$ cat src/rtl/arb_requester.sv
// rtl/arb_requester.sv - per-channel burst requester for a fixed-priority registered-grant arbiter
module arb_requester #(
    parameter int N            = 4,
    parameter int LEN_W        = 4,
    parameter int STARVE_LIMIT = 16,
    parameter int WAIT_W       = 8
) (
    input  logic               clk,
    input  logic               rst_n,
    input  logic [N-1:0]       start,
    input  logic [N*LEN_W-1:0] len,
    output logic [N-1:0]       busy,
    output logic [N-1:0]       req,
    input  logic [N-1:0]       gnt,
    output logic [N-1:0]       beat,
    output logic [N-1:0]       done,
    output logic [N-1:0]       starve,
    output logic               err_gnt
);

    typedef enum logic [1:0] {
        ST_IDLE   = 2'd0,
        ST_ACTIVE = 2'd1,
        ST_DRAIN  = 2'd2
    } state_t;

    localparam logic [N-1:0]      GNT_ONE   = N'(1);
    localparam logic [LEN_W-1:0]  LEN_ONE   = LEN_W'(1);
    localparam logic [WAIT_W-1:0] WAIT_MAX  = '1;
    localparam logic [WAIT_W-1:0] STARVE_TH = WAIT_W'(STARVE_LIMIT);

    state_t            state_q [N];
    state_t            state_d [N];
    logic [LEN_W-1:0]  rem_q   [N];
    logic [LEN_W-1:0]  rem_d   [N];
    logic [WAIT_W-1:0] wait_q  [N];
    logic [WAIT_W-1:0] wait_d  [N];
    logic [N-1:0]      req_q, req_d;
    logic [N-1:0]      busy_q, busy_d;
    logic [N-1:0]      done_q, done_d;
    logic [N-1:0]      starve_q, starve_d;
    logic              err_q, err_d;

    // The trailing grant seen in DRAIN is legal because the arbiter registers gnt one cycle behind req.
    always_comb begin
        err_d    = err_q;
        beat     = '0;
        req_d    = '0;
        busy_d   = '0;
        done_d   = '0;
        starve_d = '0;
        if ((gnt & (gnt - GNT_ONE)) != '0) begin
            err_d = 1'b1;
        end
        for (int i = 0; i < N; i++) begin
            state_d[i] = state_q[i];
            rem_d[i]   = rem_q[i];
            wait_d[i]  = '0;
            case (state_q[i])
                ST_IDLE: begin
                    if (gnt[i]) begin
                        err_d = 1'b1;
                    end
                    if (start[i] && (len[i*LEN_W +: LEN_W] != '0)) begin
                        rem_d[i]   = len[i*LEN_W +: LEN_W];
                        state_d[i] = ST_ACTIVE;
                    end
                end
                ST_ACTIVE: begin
                    if (gnt[i]) begin
                        beat[i]  = 1'b1;
                        rem_d[i] = rem_q[i] - LEN_ONE;
                        if (rem_q[i] == LEN_ONE) begin
                            state_d[i] = ST_DRAIN;
                        end
                    end else if (wait_q[i] != WAIT_MAX) begin
                        wait_d[i] = wait_q[i] + 1'b1;
                    end else begin
                        wait_d[i] = wait_q[i];
                    end
                end
                ST_DRAIN: state_d[i] = ST_IDLE;
                default:  state_d[i] = ST_IDLE;
            endcase
            req_d[i]    = (state_d[i] == ST_ACTIVE);
            busy_d[i]   = (state_d[i] != ST_IDLE);
            done_d[i]   = (state_d[i] == ST_DRAIN);
            starve_d[i] = (state_d[i] == ST_ACTIVE) && (wait_d[i] >= STARVE_TH);
        end
    end

    always_ff @(posedge clk or negedge rst_n) begin
        if (!rst_n) begin
            for (int i = 0; i < N; i++) begin
                state_q[i] <= ST_IDLE;
                rem_q[i]   <= '0;
                wait_q[i]  <= '0;
            end
            req_q    <= '0;
            busy_q   <= '0;
            done_q   <= '0;
            starve_q <= '0;
            err_q    <= 1'b0;
        end else begin
            for (int i = 0; i < N; i++) begin
                state_q[i] <= state_d[i];
                rem_q[i]   <= rem_d[i];
                wait_q[i]  <= wait_d[i];
            end
            req_q    <= req_d;
            busy_q   <= busy_d;
            done_q   <= done_d;
            starve_q <= starve_d;
            err_q    <= err_d;
        end
    end

    assign req     = req_q;
    assign busy    = busy_q;
    assign done    = done_q;
    assign starve  = starve_q;
    assign err_gnt = err_q;

endmodule
$ cat config.mk
export PLATFORM = sky130hd
export DESIGN_NAME = arb_requester
export DESIGN_NICKNAME = d
export VERILOG_FILES = /design/src/rtl/arb_requester.sv
export SDC_FILE = /design/constraint.sdc
export NUM_CORES = 1
export LEC_CHECK = 0
export CORE_MARGIN = 4
export CORE_UTILIZATION = 36
export CTS_BUF_LIST = sky130_fd_sc_hd__clkbuf_8
export DETAILED_ROUTE_END_ITERATION = 10
export PLACE_DENSITY = 0.63
export SETUP_SLACK_MARGIN = 0.02
export SYNTH_ARGS = -nofsm -noshare
export SYNTH_HDL_FRONTEND = slang
export SYNTH_SLANG_ARGS = --single-unit
$ cat constraint.sdc
create_clock -name clk -period 5.3 [get_ports clk]
set_input_delay 1.06 -clock clk [delete_from_list [all_inputs] [get_ports clk]]
set_output_delay 1.06 -clock clk [all_outputs]
set_load 0.01 [all_outputs]
**Word-level counts from Yosys, hierarchy flattened**

Index checks and enable logic that the tools add are counted.

- Register bits after elaboration: 73
- Input bits: 26
- Output and inout bits: 21
- Logic and storage cells: 145

- Add/subtract/negate cells: 9
- $lt $le $gt $ge: 4
- Eq/ne operators: 28
- Multiplexer cells: 57
- Bitwise operators: 1
- Reduce and logical (&&, ||, !) cells: 29

Operators with widths:

| operator | count |
|---|---|
| two-way mux 8 bit | 12 |
| adder 8 x 1 -> 8 bit, second input constant | 4 |
| >= comparator 8 x 5 -> 1 bit, second input constant | 4 |
| two-way mux 4 bit | 8 |
| != test 8 bit, second input constant | 4 |
| case mux 4 bit (2 select lines) | 4 |
| two-way mux 2 bit | 12 |
| nonzero test 4 bit | 5 |
| subtractor 4 x 1 -> 4 bit, second input constant | 5 |
| two-way mux 1 bit | 17 |
| equality test 2 x 1 -> 1 bit, second input constant | 8 |
| equality test 4 x 1 -> 1 bit, second input constant | 4 |
| != test 2 bit, second input constant | 8 |
| case mux 2 bit (2 select lines) | 4 |
| nonzero test 2 bit | 8 |
| AND reduction 3 bit | 4 |
| equality test 2 bit, second input constant | 4 |
| logical AND 1 bit | 8 |
| zero test 2 bit | 4 |
| AND 4 bit | 1 |

**Longest topological paths before layout**

Gate-level depths: netlist (run 1).

- Depth in word-level cells: 12
- Gate-level depth with buffers: 6
- Mapped depth without buffers: 6

**Worst setup path after synthesis (run 1)**

No wires, ideal clock.

- Kind: input to output
- Start point: input port gnt[1]
- End point: output port beat[1]
- Arrival time: 1.535 ns
- Data required time: 4.240 ns
- Setup slack: 2.705 ns
- Cell stages on the path: 3
- Buffers on the path: 1
- Path through: clkbuf_1 inv_1 nor2_1

- Longest elaborated chain between the ends: 2

Ends and longest elaborated chain:

| item | line | source |
|---|---|---|
| start, declared | 14 | `input logic [N-1:0] gnt,` |
| two-way mux 1 bit | 70 | `if (gnt[i]) begin` |
| two-way mux 1 bit | 59 | `case (state_q[i])` |
| end, declared | 15 | `output logic [N-1:0] beat,` |

No other way between the ends.

**Final worst setup path (run 1)**

- Start point: input port gnt[2]
- End point: output port beat[2]

The elaborated chain is that of the path after synthesis.

==> metrics.md, run 1 <==
| Metric | Value |
|---|---|
| Remaining antenna violation count after routing | 0 |
| Sum of negative setup slack | 0 ns |
| Sequential element share of the synthesized area | 0.4815 |
| Clock sink total | 73 |
| Synthesized Nets | around 430 |
| Hold-fix buffer count after cts | 0 |
| #FFs+latches synth | 73 |
| Number of standard cells after synthesis | between 300 and 400 |
| I/O pin cnt | 47 |
| CP endpoint kind | output port |
| Critical path launch point type | input port |
| Maxcap violations | 0 |
| Cell depth of the worst flop-to-flop path | 5 |
| Data required time of the critical path | ~4.2 ns |
| Ratio of final minimum period to clock period | 0.6906 |
| Diode count | 0 |
| TritonCTS clock tree | yes |
| Post-cts sizing count | 0 |
| Pin count of the biggest net entering global routing | 74 |
| Most frequently used flop master after synthesis | sky130_fd_sc_hd__dfrtp_1 |
| Global-route layer with the greatest usage | met2 |
| Vertical die dimension | approximately 110 µm |
| Initial core utilization | 0.3691 |
| Buffer cell driving the clock tree root | sky130_fd_sc_hd__clkbuf_8 |
| Unrepaired setup endpoints after global routing | no |
| Proportion of synthesized flip-flops having asynchronous set or reset | 1.000 |
| Detailed Routing Iterations Pass 1 | 4 |
| DRT Wirelength | 7.989 mm |
| Transition at the pin with the smallest max-transition slack | 0.9302 ns |
| Iteration-0 DRC count of the detailed router | 148 |
| Most frequent cells in the layout | sky130_fd_sc_hd__dfrtp_1, sky130_fd_sc_hd__clkdlybuf4s50_1, sky130_fd_sc_hd__nor2_1 |
| Number of max-slew violations in the final report | 0 |
| Clock transition time at the flip-flop clock pins of the worst setup and hold paths | around 0.070 ns |
| Number of buffers added by the clock tree synthesis step | 9 |
| Latest clock arrival within the worst-skew pair | roughly 0.34 ns |
| Status | finished, final reports clean |
| Arrival time reported for the critical path endpoint | between 2 and 3 ns |
| Post-layout minimum cycle time | 3.660 ns |
| Achievable frequency | between 200 and 300 MHz |
| Most common library cell in the layout ignoring fill and taps | sky130_fd_sc_hd__dfrtp_1 |
| P per Cell Area | between 400 and 500 nW/µm² |
| Post-CTS Setup Inserts | 0 |
| Fraction of final layout cells with drive strength greater than 1 | 0.07323 |
| Hold path endpoint | err_gnt |
| Count of nets after finishing | 470 |
| Synth Area per Inst | about 9.8 µm² |
| Total global routing overflow | 0 |
| Worst setup path class | input port to output port |
| Class of the worst hold path | flip-flop to flip-flop |
| Global-route met2 utilization | 0.2059 |
| DP Wirelength | about 5.7 mm |
| Hold path start | err_gnt |
| Die area | about 12000 µm² |
| Area of the mapped netlist | approximately 3800 µm² |
| Static power due to leakage | a little under 2 nW |
| Area of the placeable core | 10280 µm² |
| Cell depth of the worst min-delay path | 1 |
| Count of input and output buffers | 46 |
| Count of endpoints failing setup in the final report | 0 |
| Clock tree skew after final layout | 0.01012 ns |
| Maximum level of the CTS H-tree | 3 |
| Global-route met1 utilization | 0.1698 |
| Non-filler cells, final | between 500 and 600 |
| DRC violation count after routing | 0 |
| Total count of hold-check failures in the final report | 0 |
| Clock tree buffer depth | 2 |
| DIE WIDTH | approximately 110 µm |
| Antenna violations before repair | 0 |
| Weighted congestion at the end of routability-driven global placement | 0.8526 |
| Vias | between 3000 and 4000 |
| Relative slew slack | 0.3799 |
| R2r startpoint | wait_q[16] |
| Multi-input gate area | between 1500 and 2000 µm² |
| Std-Cell Rows | 37 |
| EDFF count, synth | 0 |
| Global Route met3 Usage | 0.03548 |
| Synth warnings | 0 |
| Maximum resistive drop on vdd | 269.2 µV |
| Worst setup path startpoint | gnt[2] |
| Storage cell area | between 1500 and 2000 µm² |
| Number of global-route vias before repair | 2886 |
| End of the worst register-to-register path | starve[1] |
| Top fanout value on the critical path | 8 |
| Fill cells | 987 |
| Post-DR wirelength/cell | ~14 µm |
| Global-route wire length before repair | 13.25 mm |
| Area added between synthesis and finish | 19.92% |
| Global router's overall resource usage | 0.1291 |
| Cell count after placement | between 500 and 600 |
| Post-DR vias/cell | between 5 and 6 |
| Register-to-Register Setup Slack | between 3 and 4 ns |
| Count of different cell masters after synthesis | 57 |
synth_stat cells, types with 3 or more instances:
cell type | instances | area, µm²
sky130_fd_sc_hd__a211oi_1 | 4 | 30.03
sky130_fd_sc_hd__a21oi_1 | 22 | 110.1
sky130_fd_sc_hd__a22oi_1 | 12 | 90.09
sky130_fd_sc_hd__a31oi_1 | 7 | 43.79
sky130_fd_sc_hd__a41oi_1 | 3 | 26.28
sky130_fd_sc_hd__and2_1 | 4 | 25.02
sky130_fd_sc_hd__and3_1 | 5 | 31.28
sky130_fd_sc_hd__clkbuf_1 | 10 | 37.54
sky130_fd_sc_hd__dfrtp_1 | 73 | 1827
sky130_fd_sc_hd__ha_1 | 12 | 150.1
sky130_fd_sc_hd__inv_1 | 20 | 75.07
sky130_fd_sc_hd__mux2_2 | 4 | 45.04
sky130_fd_sc_hd__mux2i_1 | 12 | 120.1
sky130_fd_sc_hd__nand2_1 | 22 | 82.58
sky130_fd_sc_hd__nand2b_1 | 7 | 43.79
sky130_fd_sc_hd__nand3_1 | 14 | 70.07
sky130_fd_sc_hd__nand4_1 | 6 | 37.54
sky130_fd_sc_hd__nor2_1 | 42 | 157.7
sky130_fd_sc_hd__nor3_1 | 11 | 55.05
sky130_fd_sc_hd__nor3b_1 | 4 | 30.03
sky130_fd_sc_hd__nor4b_1 | 5 | 43.79
sky130_fd_sc_hd__o21a_1 | 4 | 30.03
sky130_fd_sc_hd__o21ai_0 | 21 | 105.1
sky130_fd_sc_hd__o21bai_1 | 5 | 37.54
sky130_fd_sc_hd__o22a_1 | 3 | 26.28
sky130_fd_sc_hd__o41ai_1 | 4 | 35.03
sky130_fd_sc_hd__or3_1 | 3 | 18.77
sky130_fd_sc_hd__or3b_2 | 4 | 35.03
sky130_fd_sc_hd__or4_1 | 4 | 30.03
sky130_fd_sc_hd__xnor2_1 | 4 | 35.03
sky130_fd_sc_hd__xor2_1 | 3 | 26.28
power breakdown:
group / switching [mW] / total, mW / internal, mW
clock network: 0.194 / 0.384 / 0.190
logic: 0.290 / 0.598 / 0.308
registers: 0.150 / 0.838 / 0.688
total: 0.634 / 1.82 / 1.19
worst max-delay path: stages:
cell and delay (ns):
sky130_fd_sc_hd__clkdlybuf4s50_1 0.65, sky130_fd_sc_hd__nand2_1 0.22, sky130_fd_sc_hd__nor2_1 0.13, sky130_fd_sc_hd__clkdlybuf4s50_1 0.54
layer usage:
metal	up-vias	wire, µm
li1	1510	-
met1	1473	3850
met2	57	3760
met3	11	325
met4	0	52
met5	-	0
stage by stage:
stage / power [mW] / hold slack [ns] / utilization / area, µm² / setup WS [ns]
2_1_floorplan: 1.237 / 0.4830 / - / 3794 / 2.705
4_1_cts: 1.846 / 0.4717 / 0.4427 / 4549 / 1.618
5_1_grt: 1.975 / 0.4929 / 0.4427 / 4549 / 1.546
3_3_place_gp: 1.437 / 0.4427 / 0.4257 / 4375 / 1.640
3_5_place_dp: 1.453 / 0.4459 / 0.4257 / 4375 / 1.616
6_report: 1.820 / 0.4624 / 0.4427 / 4549 / 1.640
registers in the layout, summed over array words and instances (netlist names):
register and count:
busy 4, done 4, err_gnt 1, rem_q 16, req 4, starve 4, state_q 8, wait_q 32
cells by family (layout without fill, tap and decap cells):
group | count (synthesis) | count (layout) | synth area share
simple gates | 148 | 148 | 0.2124
compound gates | 99 | 99 | 0.1748
flops | 73 | 73 | 0.4815
buf+inv | 32 | 82 | 0.03199
mux | 16 | 16 | 0.04354
fa+ha+maj | 12 | 12 | 0.03958
xor+xnor | 7 | 7 | 0.01616
how the worst max path moves through the flow:
stage / slack (ns) / endpoint / cells after the start
floorplan: 2.71 / beat[1] / 3
global placement: 1.64 / beat[2] / 4
detailed placement: 1.62 / beat[2] / 4
CTS: 1.62 / beat[2] / 4
global route: 1.55 / beat[2] / 4
finish: 1.64 / beat[2] / 4
cell type report:
type,count,share of cell area
multi-input combinational,282,0.4057
sequential,73,0.4015
timing repair buffer,46,0.1007
inverter,20,0.01650
clock buffer,11,0.03328
tap,136,0.03740
clock inverter,5,0.004950
Power figures use the tool's default switching activity.
==> run 2: changes to the inputs <==
--- a/config.mk
+++ b/config.mk
@@ -9,7 +9,7 @@
 export CORE_UTILIZATION = 36
 export CTS_BUF_LIST = sky130_fd_sc_hd__clkbuf_8
 export DETAILED_ROUTE_END_ITERATION = 10
-export PLACE_DENSITY = 0.63
+export PLACE_DENSITY = 0.65
 export SETUP_SLACK_MARGIN = 0.02
 export SYNTH_ARGS = -nofsm -noshare
 export SYNTH_HDL_FRONTEND = slang
==> constraint.sdc (replaced) <==
create_clock -name clk -period 3.1 [get_ports clk]
set_input_delay 0.62 -clock clk [delete_from_list [all_inputs] [get_ports clk]]
set_output_delay 0.62 -clock clk [all_outputs]
set_load 0.01 [all_outputs]
==> run 2 against run 1 <==
Net effect: combinational power rose by 72%; largest cell class unchanged; clock power is 130% higher; core utilization grew 0.88 points; clock skew fell by 0.0013 ns; clock-buffer cell count decreased by 1; via count up 0.29%; first-iteration DRC count fell by 10%; wire length grew 0.46%; register-to-register slack worse by 2.2 ns; worst hold slack lost 0.048 ns; flip-flop and latch count unchanged; sequential power up 71%.
==> metrics.md, run 2 (same netlist as run 1, synthesis figures left out) <==
| Metric | Value |
|---|---|
| Total count of hold-check failures in the final report | 0 (unchanged) |
| DP Wirelength | 5.769 mm (was 5.656 mm) |
| Leading registers by flop count | wait_q: 32 flops, rem_q: 16 flops, state_q: 8 flops (unchanged) |
| Number of max-slew violations in the final report | 0 (unchanged) |
| Top fanout value on the critical path | 10 (was 8) |
| Final instance area | 4639 µm² (was 4549 µm²) |
| Post-layout minimum cycle time | about 2.6 ns |
| P per Cell Area | 725.1 nW/µm² (was 400.1 nW/µm²) |
| Hold-fix buffer count after cts | 0 (unchanged) |
| Iteration-0 DRC count of the detailed router | 133 (was 148) |
| Largest delay contributor family on the critical path | buffers and inverters (unchanged) |
| Data required time of the critical path | 2.48 ns (was 4.24 ns) |
| Clock tree buffer depth | 2 (unchanged) |
| Cell count after placement | 560 (was 557) |
| Maximum level of the CTS H-tree | 3 (unchanged) |
| DRC violation count after routing | 0 (unchanged) |
| Pin count of the biggest net entering global routing | 74 (unchanged) |
| Cell repeated most along the worst path | sky130_fd_sc_hd__clkdlybuf4s50_1 (unchanged) |
| Global-route wire length before repair | 13.90 mm (was 13.25 mm) |
| Clock sink total | 73 (unchanged) |
| Antenna violations before repair | 0 (unchanged) |
| Count of endpoints failing setup in the final report | 0 (unchanged) |
| Number of global-route vias before repair | 3012 (was 2886) |
| Sum of negative setup slack | 0 ns (unchanged) |
| Vertical die dimension | 110.7 µm (unchanged) |
| Count of input and output buffers | 46 (unchanged) |
| Largest register by flop count | wait_q (unchanged) |
| Post-CTS Setup Inserts | 0 (unchanged) |
| Stage delay of the slowest cell on the critical path | 0.64 ns (was 0.65 ns) |
| Status | finished, final reports clean (unchanged) |
| Cell area after placement | 4398 µm² (was 4375 µm²) |
| Flip-flop count of the largest register after layout | 32 (unchanged) |
| Ordered list of cells on the worst path | clkdlybuf4s50_1, and3b_1, clkdlybuf4s50_1 (was clkdlybuf4s50_1, nand2_1, nor2_1, clkdlybuf4s50_1) |
| Static power due to leakage | 2.002 nW (was 1.967 nW) |
| Maxcap violations | 0 (unchanged) |
| CP endpoint kind | output port (unchanged) |
| Total global routing overflow | 0 (unchanged) |
| Vias | 3060 (was 3051) |
| Slowest stage cell, crit path | sky130_fd_sc_hd__clkdlybuf4s50_1 (unchanged) |
| Area added between synthesis and finish | 22.30% (was 19.92%) |
| Critical path launch point type | input port (unchanged) |
| Worst setup path class | input port to output port (unchanged) |
| Area of the placeable core | 10280 µm² (unchanged) |
| Remaining antenna violation count after routing | 0 (unchanged) |
| Non-filler cells, final | 575 (was 573) |
| DIE WIDTH | 110.7 µm (unchanged) |
| Pre-CTS setup slack | 0.4774 ns (was 1.616 ns) |
| Clock transition time at the flip-flop clock pins of the worst setup and hold paths | 0.07 ns (about the same) |
| Final Core Density | 0.4514 (was 0.4427) |
| Ratio of final minimum period to clock period | 0.8389 |
| Class of the worst hold path | input port to asynchronous set/reset pin (was flip-flop to flip-flop) |
| Post-DR wirelength/cell | 13.96 µm (was 13.94 µm) |
| Post-cts sizing count | 0 (unchanged) |
| Combined buffer and inverter count along the critical path | 2 (unchanged) |
| Post-DR vias/cell | 5.322 (was 5.325) |
| DRT Wirelength | 8.026 mm (was 7.989 mm) |
| Post-route setup slack | 0.4994 ns (was 1.640 ns) |
| Relative slew slack | 0.3824 (was 0.3799) |
| Global router's overall resource usage | 0.1348 (was 0.1291) |
| Number of buffers added by the clock tree synthesis step | 9 (unchanged) |
| Transition at the pin with the smallest max-transition slack | 0.9264 ns (was 0.9302 ns) |
| Initial core utilization | 0.3691 (unchanged) |
| Die area | 12240 µm² (unchanged) |
| Latest clock arrival within the worst-skew pair | 0.34 ns (about the same) |
| TritonCTS clock tree | yes (unchanged) |
| Buffer cell driving the clock tree root | sky130_fd_sc_hd__clkbuf_8 (unchanged) |
| Clock tree skew after final layout | 0.008823 ns (was 0.01012 ns) |
| Fraction of final layout cells with drive strength greater than 1 | 0.08200 (was 0.07323) |
| Achievable frequency | between 300 and 400 MHz |
| Maximum resistive drop on vdd | 386.6 µV (was 269.2 µV) |
| Most common library cell in the layout ignoring fill and taps | sky130_fd_sc_hd__dfrtp_1 (unchanged) |
| Weighted congestion at the end of routability-driven global placement | 0.8080 (was 0.8526) |
| Arrival time reported for the critical path endpoint | 1.98 ns (was 2.60 ns) |
| Fill cells | 1022 (was 987) |
| Diode count | 0 (unchanged) |
| Most frequent cells in the layout | sky130_fd_sc_hd__dfrtp_1, sky130_fd_sc_hd__clkdlybuf4s50_1, sky130_fd_sc_hd__nor2_1 (unchanged) |
| Count of nets after finishing | 473 (was 470) |
| Std-Cell Rows | 37 (unchanged) |
| I/O pin cnt | 47 (unchanged) |
| Detailed Routing Iterations Pass 1 | 4 (unchanged) |
| Unrepaired setup endpoints after global routing | no (unchanged) |
-- run 2: changes by cell type in the layout (fill, tap and decap cells not counted) --
cell                        previous run  this run
sky130_fd_sc_hd__inv_1                22        20
sky130_fd_sc_hd__clkinv_2              3         1
sky130_fd_sc_hd__bufinv_16             0         3
sky130_fd_sc_hd__clkbuf_8             11        10
sky130_fd_sc_hd__clkinv_4              0         1
sky130_fd_sc_hd__buf_4                 1         4
-- run 2: layer usage --
metal | track usage | share of wire
met5 | 0 | 0
met2 | 0.2261 | 0.47
met3 | 0.03985 | 0.047
met4 | 0.03448 | 0.0093
met1 | 0.1703 | 0.47
-- run 2: cell type report --
cell class              count  area [µm²]  area share
multi-input cells         282        1846      0.3978
clock buffers              10       137.6     0.02967
flip-flops and latches     73        1827      0.3937
inverters                  20       75.07     0.01618
clock inverters             5       103.9     0.02238
well taps                 136       170.2     0.03668
repair buffers             49       480.5      0.1036
-- run 2: stage by stage --
step / power [mW] / hold slack, ns
floorplan: 2.114 / 0.3244
global placement: 2.459 / 0.4422
detailed placement: 2.491 / 0.4513
CTS: 3.417 / 0.4523
global route: 3.637 / 0.4935
finish: 3.364 / 0.4149
-- run 2: power breakdown --
group | internal (mW) | switching, mW | total (mW)
logic | 0.529 | 0.504 | 1.03
registers | 1.18 | 0.253 | 1.43
clock network | 0.552 | 0.350 | 0.902
-- run 2: worst paths after layout --
check	from	cells past startpoint	end	slack [ns]
hold reg to reg	err_gnt	1	err_gnt	0.46
setup / recovery	gnt[0]	3	beat[0]	0.50
hold / removal	rst_n	1	wait_q[15]	0.41
setup reg to reg	wait_q[16]	5	starve[1]	1.07
max in group asynchronous	rst_n	1	rem_q[8]	2.09
min in group clk	err_gnt	1	err_gnt	0.46
==> run 3: changes to the inputs <==
--- a/config.mk
+++ b/config.mk
@@ -9,7 +9,7 @@
 export CORE_UTILIZATION = 36
 export CTS_BUF_LIST = sky130_fd_sc_hd__clkbuf_8
 export DETAILED_ROUTE_END_ITERATION = 10
-export PLACE_DENSITY = 0.65
+export PLACE_DENSITY = 0.63
 export SETUP_SLACK_MARGIN = 0.02
 export SYNTH_ARGS = -nofsm -noshare
 export SYNTH_HDL_FRONTEND = slang
==> constraint.sdc (replaced) <==
create_clock -name clk -period 2.6 [get_ports clk]
set_input_delay 0.52 -clock clk [delete_from_list [all_inputs] [get_ports clk]]
set_output_delay 0.52 -clock clk [all_outputs]
set_load 0.01 [all_outputs]
==> run 3 against run 2 <==
Net effect: via count up 1.4%; sequential share of layout area down 0.20 points; final cell count up 1.2%; clock skew down 0.0023 ns; clock-buffer cell count up 2; wire length down 0.25%; setup slack worse by 0.25 ns; worst hold slack worse by 0.28 ns; power up 15%; largest cell class unchanged.
==> metrics.md, run 3 (same netlist as run 1, synthesis figures left out) <==
| Metric | Value |
|---|---|
| Post-DR vias/cell | 5.333 (was 5.322) |
| Largest register by flop count | wait_q (unchanged) |
| Global router's overall resource usage | 0.1344 (was 0.1348) |
| Area of the placeable core | 10280 µm² (unchanged) |
| Sum of negative setup slack | 0 ns (unchanged) |
| Maxcap violations | 0 (unchanged) |
| DRT Wirelength | 8.006 mm (was 8.026 mm) |
| Clock transition time at the flip-flop clock pins of the worst setup and hold paths | 0.07 ns (about the same) |
| Maximum level of the CTS H-tree | 3 (unchanged) |
| Total global routing overflow | 0 (unchanged) |
| Area added between synthesis and finish | 22.92% (was 22.30%) |
| P per Cell Area | 828.8 nW/µm² (was 725.1 nW/µm²) |
| Relative slew slack | 0.5458 (was 0.3824) |
| Number of global-route vias before repair | 3066 (was 3012) |
| Final Core Density | 0.4537 (was 0.4514) |
| Number of buffers added by the clock tree synthesis step | 9 (unchanged) |
| Clock sink total | 73 (unchanged) |
| Routed met3 length | 283 µm (was 378 µm) |
| Status | finished, final reports clean (unchanged) |
| Top fanout value on the critical path | 7 (was 10) |
| Clock tree skew after final layout | 0.006477 ns (was 0.008823 ns) |
| Most frequent cells in the layout | sky130_fd_sc_hd__dfrtp_1, sky130_fd_sc_hd__clkdlybuf4s50_1, sky130_fd_sc_hd__nor2_1 (unchanged) |
| Buffer cell driving the clock tree root | sky130_fd_sc_hd__clkbuf_8 (unchanged) |
| Class of the worst hold path | input port to asynchronous set/reset pin (unchanged) |
| Number of max-slew violations in the final report | 0 (unchanged) |
| Pin count of the biggest net entering global routing | 38 (was 74) |
| Cell area after placement | 4456 µm² (was 4398 µm²) |
| Total count of hold-check failures in the final report | 0 (unchanged) |
| Diode count | 0 (unchanged) |
| Latest clock arrival within the worst-skew pair | 0.34 ns (about the same) |
| Ratio of final minimum period to clock period | 0.9040 |
| Antenna violations before repair | 0 (unchanged) |
| Final instance area | 4663 µm² (was 4639 µm²) |
| Vertical die dimension | 110.7 µm (unchanged) |
| CP endpoint kind | output port (unchanged) |
| Fraction of final layout cells with drive strength greater than 1 | 0.09193 (was 0.08200) |
| Post-CTS Setup Inserts | 0 (unchanged) |
| Transition at the pin with the smallest max-transition slack | 0.6725 ns (was 0.9264 ns) |
| Count of endpoints failing setup in the final report | 0 (unchanged) |
| Unrepaired setup endpoints after global routing | no (unchanged) |
| Leading registers by flop count | wait_q: 32 flops, rem_q: 16 flops, state_q: 8 flops (unchanged) |
| TritonCTS clock tree | yes (unchanged) |
| Post-layout minimum cycle time | around 2.4 ns |
| Clock tree buffer depth | 2 (unchanged) |
| Total length of routed met2 wires | 3.799 mm (was 3.777 mm) |
| Routed metal-1 wire length | 3.797 mm (was 3.795 mm) |
| Fill cells | 997 (was 1022) |
| Flip-flop count of the largest register after layout | 32 (unchanged) |
| Worst setup path class | input port to output port (unchanged) |
| Achievable frequency | about 430 MHz |
| Post-cts sizing count | 0 (unchanged) |
| Vias | 3104 (was 3060) |
| Weighted congestion at the end of routability-driven global placement | 0.8080 (unchanged) |
| Most common library cell in the layout ignoring fill and taps | sky130_fd_sc_hd__dfrtp_1 (unchanged) |
| Count of nets after finishing | 479 (was 473) |
| Die area | 12240 µm² (unchanged) |
| Data required time of the critical path | 2.08 ns (was 2.48 ns) |
| Maximum resistive drop on vdd | 437.1 µV (was 386.6 µV) |
| Std-Cell Rows | 37 (unchanged) |
| DP Wirelength | 5.807 mm (was 5.769 mm) |
| DIE WIDTH | 110.7 µm (unchanged) |
| DRC violation count after routing | 0 (unchanged) |
| Arrival time reported for the critical path endpoint | 1.83 ns (was 1.98 ns) |
| Static power due to leakage | 2.029 nW (was 2.002 nW) |
| Count of input and output buffers | 46 (unchanged) |
| Hold-fix buffer count after cts | 0 (unchanged) |
| Detailed Routing Iterations Pass 1 | 4 (unchanged) |
| Iteration-0 DRC count of the detailed router | 113 (was 133) |
| Global-route wire length before repair | 13.94 mm (was 13.90 mm) |
| Remaining antenna violation count after routing | 0 (unchanged) |
| Post-DR wirelength/cell | 13.76 µm (was 13.96 µm) |
| Critical path launch point type | input port (unchanged) |
| Initial core utilization | 0.3691 (unchanged) |
| Max Used Layer | met4 (unchanged) |
| I/O pin cnt | 47 (unchanged) |
[run 3: cell types whose count changed in the layout (fill, tap and decap cells not counted)]
cell                        previous run  this run
sky130_fd_sc_hd__clkbuf_8             10        12
sky130_fd_sc_hd__buf_12                0         1
sky130_fd_sc_hd__inv_1                20        22
sky130_fd_sc_hd__buf_4                 4         9
sky130_fd_sc_hd__bufinv_16             3         1
sky130_fd_sc_hd__clkinv_4              1         0
[run 3: worst max-delay path, stage by stage]
cell and delay, ns:
sky130_fd_sc_hd__clkdlybuf4s50_1 0.48, sky130_fd_sc_hd__nand2_1 0.15, sky130_fd_sc_hd__nor2_1 0.13, sky130_fd_sc_hd__clkdlybuf4s50_1 0.54
[run 3: final timing paths]
path / start / end / slack, ns / cells past startpoint
worst min-delay path: rst_n / req[2] / 0.14 / 1
max in group asynchronous: rst_n / wait_q[21] / 1.90 / 2
worst min register to register: err_gnt / err_gnt / 0.47 / 1
min in group clk: err_gnt / err_gnt / 0.47 / 1
worst max register to register: wait_q[16] / starve[1] / 0.55 / 5
worst max-delay path: gnt[2] / beat[2] / 0.25 / 4
[run 3: layout make-up]
type / instances / area, µm² / share of cell area
tap: 136 / 170.2 / 0.03649
clock inverter: 4 / 42.54 / 0.009123
inverter: 20 / 75.07 / 0.01610
clock buffer: 12 / 165.2 / 0.03542
timing repair buffer: 55 / 538.0 / 0.1154
sequential: 73 / 1827 / 0.3917
multi-input combinational: 282 / 1846 / 0.3958
[run 3: layer usage]
layer / global-route usage / vias up
met5: 0 / -
met4: 0.05255 / 0
met3: 0.02784 / 13
met2: 0.2189 / 63
met1: 0.1755 / 1497
li1: - / 1531
[run 3: through the flow]
stage               cells  hold slack, ns  worst slack [ns]  total power, mW
global placement      566          0.4425            0.2728            2.954
floorplan             387          0.2244            0.6702            2.521
CTS                   582          0.1544            0.2433            3.915
global route          582          0.1765            0.1251            4.180
finish                582          0.1375            0.2497            3.865
detailed placement    566          0.4481            0.2481            2.985
[run 3: power by group]
group / switching, mW / total [mW] / internal, mW
clock network: 0.404 / 0.918 / 0.514
registers: 0.266 / 1.67 / 1.40
logic: 0.630 / 1.28 / 0.648
